===== src/rtl/deserialize.sv =====
`default_nettype none
// ============================================================================
// Module   : deserialize
// Purpose  : Serial-in, parallel-out receiver. Assembles MSB-first words of
//            WIDTH bits, with a valid strobe per word and an abort strobe.
// Revision : 1.0
// ============================================================================
module deserialize #(
    parameter int WIDTH = 4
) (
    input  logic                     input_input_switch1_clock_1,
    input  logic                     input_input_switch2_reset_2,
    input  logic                     input_input_switch3_shift_3,
    input  logic                     input_input_switch4_serial_4,
    output logic [WIDTH-1:0]         output_led1_q_5,
    output logic                     output_led2_valid_6,
    output logic                     output_led3_busy_7,
    output logic                     output_led4_abort_8,
    output logic [$clog2(WIDTH)-1:0] output_led5_count_9
);

    localparam int CNT_W = $clog2(WIDTH);
    localparam logic [CNT_W-1:0] C_LAST_CNT = CNT_W'(WIDTH - 1);

    logic             w_clk;
    logic             w_rst;
    logic             w_shift;
    logic             w_serial;

    logic [WIDTH-1:0] r_sr_q,    w_sr_d;
    logic [CNT_W-1:0] r_cnt_q,   w_cnt_d;
    logic [WIDTH-1:0] r_word_q,  w_word_d;
    logic             r_valid_q, w_valid_d;
    logic             r_abort_q, w_abort_d;

    assign w_clk    = input_input_switch1_clock_1;
    assign w_rst    = input_input_switch2_reset_2;
    assign w_shift  = input_input_switch3_shift_3;
    assign w_serial = input_input_switch4_serial_4;

    // cnt == 0 is the idle state; any other value means a partial word is held.
    always_comb begin
        w_sr_d    = r_sr_q;
        w_cnt_d   = r_cnt_q;
        w_word_d  = r_word_q;
        w_valid_d = 1'b0;
        w_abort_d = 1'b0;
        if (w_shift) begin
            if (r_cnt_q == C_LAST_CNT) begin
                w_word_d  = {r_sr_q[WIDTH-2:0], w_serial};
                w_valid_d = 1'b1;
                w_cnt_d   = '0;
                w_sr_d    = '0;
            end else begin
                w_sr_d  = {r_sr_q[WIDTH-2:0], w_serial};
                w_cnt_d = r_cnt_q + 1'b1;
            end
        end else if (r_cnt_q != '0) begin
            w_abort_d = 1'b1;
            w_cnt_d   = '0;
            w_sr_d    = '0;
        end
    end

    always_ff @(posedge w_clk) begin
        if (w_rst) begin
            r_sr_q    <= '0;
            r_cnt_q   <= '0;
            r_word_q  <= '0;
            r_valid_q <= 1'b0;
            r_abort_q <= 1'b0;
        end else begin
            r_sr_q    <= w_sr_d;
            r_cnt_q   <= w_cnt_d;
            r_word_q  <= w_word_d;
            r_valid_q <= w_valid_d;
            r_abort_q <= w_abort_d;
        end
    end

    assign output_led1_q_5     = r_word_q;
    assign output_led2_valid_6 = r_valid_q;
    assign output_led3_busy_7  = (r_cnt_q != '0);
    assign output_led4_abort_8 = r_abort_q;
    assign output_led5_count_9 = r_cnt_q;

endmodule
`default_nettype wire


===== config.mk =====
export PLATFORM = sky130hd
export DESIGN_NAME = deserialize
export DESIGN_NICKNAME = d
export VERILOG_FILES = /design/src/rtl/deserialize.sv
export SDC_FILE = /design/constraint.sdc
export NUM_CORES = 1
export LEC_CHECK = 0
export BUFFER_PORTS_ARGS = -buffer_cell sky130_fd_sc_hd__clkbuf_2
export CAP_MARGIN = 10
export CORE_AREA = 2 2 39 41
export CTS_BUF_LIST = sky130_fd_sc_hd__clkbuf_16
export CTS_CLUSTER_SIZE = 12
export DETAILED_ROUTE_END_ITERATION = 8
export DIE_AREA = 0 0 41 43
export PLACE_DENSITY = 0.65
export SLEW_MARGIN = 5
export SYNTH_ARGS = -nofsm -noshare
export SYNTH_HDL_FRONTEND = slang
export SYNTH_SLANG_ARGS = --single-unit

===== constraint.sdc =====
create_clock -name input_input_switch1_clock_1 -period 2.8 [get_ports input_input_switch1_clock_1]
set_input_delay 0.42 -clock input_input_switch1_clock_1 [delete_from_list [all_inputs] [get_ports input_input_switch1_clock_1]]
set_output_delay 0.42 -clock input_input_switch1_clock_1 [all_outputs]
set_load 0.02 [all_outputs]

Word level (Yosys, flattened, before mapping)
Cells that the tools add are included.
{ "op_classes": {"addsub": 1, "n_mul": 0, "n_div": 0, "n_lt_le_gt_ge": 0, "eq_ne": 1, "shifts": 0, "mux": 8, "n_bitwise": 1, "reduce_logical": 5} }
{ "op_table": {"columns": ["cell", "count"], "rows": [
  ["two-way mux 3 bit", 3],
  ["two-way mux 2 bit", 3],
  ["nonzero test 2 bit", 2],
  ["OR reduction 2 bit", 2],
  ["adder 2 x 1 -> 2 bit, second input constant", 1],
  ["== test 2 bit, second input constant", 1],
  ["two-way mux 1 bit", 2],
  ["AND reduction 2 bit", 1],
  ["NOT 1 bit", 1]
]} }
{ "word_totals": {"register_bits": 11, "latch_bits": 0, "ram_bits": 0, "mem_bits_ro": 0, "inputBits": 4, "out_inout_bits": 9, "mem_count": 0} }

Longest topological paths before layout
{ "logic_depth": {"word_depth": 3, "depth_mapped": 4, "mapped_depth_nobuf": 4} }

Worst setup path after synthesis
OpenSTA, ideal clock, no wires.
{ "synth_timing": {"path_kind": "input-to-output", "start": "input port output_led5_count_9[0]", "end": "output port output_led3_busy_7", "arrival_ns": 0.990, "path_slack_ns": 1.390, "path_stages": 4, "path_buffers": 0, "path_cell_list": "dfxtp_1 > inv_1 > ha_1 > inv_1"} }
{ "synth_between": {"elab_chain_len": 1} }
{ "synth_rtl": {"columns": ["item", "line_no", "rtl"], "rows": [
  ["start, declared", "19", "output logic [$clog2(WIDTH)-1:0] output_led5_count_9"],
  ["nonzero test 2 bit", "83", "assign output_led3_busy_7 = (r_cnt_q != '0);"],
  ["end, declared", "17", "output logic output_led3_busy_7,"]
]} }
Every way passes these cells.

Worst setup path in the final report
Same ends and word-level chain as after synthesis.

==> metrics <==
status finished, final reports clean; slew margin rel. 76.6%; GRT Util Overall 11.9%; # port buffers 12; Critical Path AT 1230 ps; Worst Setup End Kind output port; total number of vias 378; Clk pin slew, worst setup/hold paths 40 ps; maxcap violations 0; Worst Max-Slew Pin Slew 351 ps; Max clock buf depth 2; core area 1380 um2; number of global-route vias before repair 317; DRT Pass-1 Iters 2; setup slack after layout 1150 ps; largest net degree at the start of global routing 21; clk sink count 11; CTS root buf clkbuf_16; # DRC 0; cts bufs inserted 3; worst-skew pair later-pin latency 230 ps; Post-Synthesis Cells 49; clk_skew 1.09 ps; Place WS 1380 ps; first-pass GRT wire length 1.44 mm; Fin Hold WS 438 ps; # hold bufs at CTS 0; Inserted Diodes 0; final instance area 617 um2; multi-input logic area 226 um2; Die Ht 43 um; Layout area overhead 27.4%; Post-CTS Setup Bufs 0; worst-path fanout max 6; DP HPWL 564 um; P_leak 0.000273 uW; Filler cells 144; DR WL/cell 10.6 um; H-tree levels 1; setup TNS 0 ps; antenna violations before repair 0; grt ovf 0; largest area contributor in the netlist dfxtp_1; crit share post-route 58.9%; ANT nets after route 0; Critical Path RT 2380 ps; row cnt 14; initial detailed-routing violation count 1; Storage cell area 220 um2; GP Congestion 0.716; final wirelength 817 um; layout cells sized above 1 29.5%; CP Class register to output port; register area share after synthesis 45.5%; CP startpoint kind register; FMAX 607 MHz; Mapped Area 484 um2; Synth Register Bits 11; PwrDens 734 nW/um2; Placed Area 538 um2; ranking of synthesized cells by area dfxtp_1 (45%), nand3b_1 (11%), a21oi_1 (8.3%); Final Hold Fails 0; Core Util, Final 44.6%; average size of a mapped cell 9.88 um2; RSZ-0062 raised after global routing no; Ports 13; Hold Path Class input port to register; Setup violations, final 0; Netlist cell types 15; CTS tree built; post-CTS sizing 0; Initial Utilization 35.0%; vias per cell 4.91; fin nets 69; die area 1760 um2; crit path time final 1650 ps; DIE WIDTH 41 um; Synth top area share 45.5%; count of pins over their slew limit 0; Yosys Warn Count 0; Net Count, Synth 56; Max VDD drop 0.492 mV
per-stage QoR:
step | power (uW) | instances
floorplan | 195 | 49
global placement | 203 | 73
detailed placement | 204 | 73
CTS | 461 | 77
global route | 475 | 77
finish | 453 | 77
where the power goes:
group | internal (uW) | total [uW] | switching (uW)
clock | 187 | 252 | 65.0
sequential | 162 | 166 | 4.10
combinational | 12.1 | 34.7 | 22.6
total | 361 | 453 | 91.6
worst max-delay path, stage by stage (launching register included):
cell and delay (ps):
dfxtp_1 380, inv_1 80, ha_1 270, inv_1 90, clkbuf_2 170
kinds of logic (layout without fill, tap and decap cells):
group | after synthesis | in the layout | share of synthesized area (%)
AO/OA/AOI/OAI | 13 | 13 | 18.3
flip-flops | 11 | 11 | 45.5
adder cells (fa/ha/maj) | 3 | 3 | 7.75
AND/OR/NAND/NOR | 15 | 15 | 20.7
buffers and inverters | 7 | 19 | 7.75
routing by layer:
metal	routed length (um)	GRT usage, %	vias to the layer above
li1	-	-	199
met1	435	16.2	169
met2	327	15.6	10
met3	54	7.85	0
met4	0	2.00	0
met5	0	0	-
sequential cells by signal, summed over array words and instances, names as in the netlist:
| name | cells |
|---|---|
| output_led4_abort_8 | 1 |
| output_led5_count_9 | 2 |
| output_led1_q_5 | 4 |
| r_sr_q | 3 |
| output_led2_valid_6 | 1 |
layout by cell type (no fill, tap or decap):
cell	n
nand3_1	4
ha_1	3
a21oi_1	8
nor3_1	1
clkbuf_2	12
clkbuf_16	3
a21bo_1	1
nand3b_1	7
a21bo_2	3
o41ai_1	1
dfxtp_1	11
or4b_1	1
inv_1	4
and3b_1	1
nand2_1	1
cells in the mapped netlist:
library cell	number
a21bo_1	1
a21bo_2	3
a21oi_1	8
and3b_1	1
buf_4	3
clkbuf_1	1
dfxtp_1	11
ha_1	3
inv_1	3
nand2_1	1
nand3_1	4
nand3b_1	7
nor3_1	1
o41ai_1	1
or4b_1	1
final cells by class:
class / count / share of cell area [%]
multi-input cells: 31 / 36.7
flip-flops and latches: 11 / 35.7
clock buffers: 3 / 12.2
repair buffers: 12 / 9.74
well taps: 16 / 3.25
inverters: 3 / 1.83
clock inverters: 1 / 0.609
path summary, 6_finish.rpt:
kind                                              startpoint  slack, ps                endpoint  depth (start not counted)
worst max-delay path                  output_led5_count_9[0]       1150      output_led3_busy_7                          4
worst min-delay path            input_input_switch4_serial_4        440      output_led1_q_5[0]                          3
worst min register to register                     r_sr_q[2]        470      output_led1_q_5[3]                          2
worst max register to register        output_led5_count_9[1]       1610  output_led5_count_9[0]                          3
Note: power is estimated with default switching activity, not from simulation.
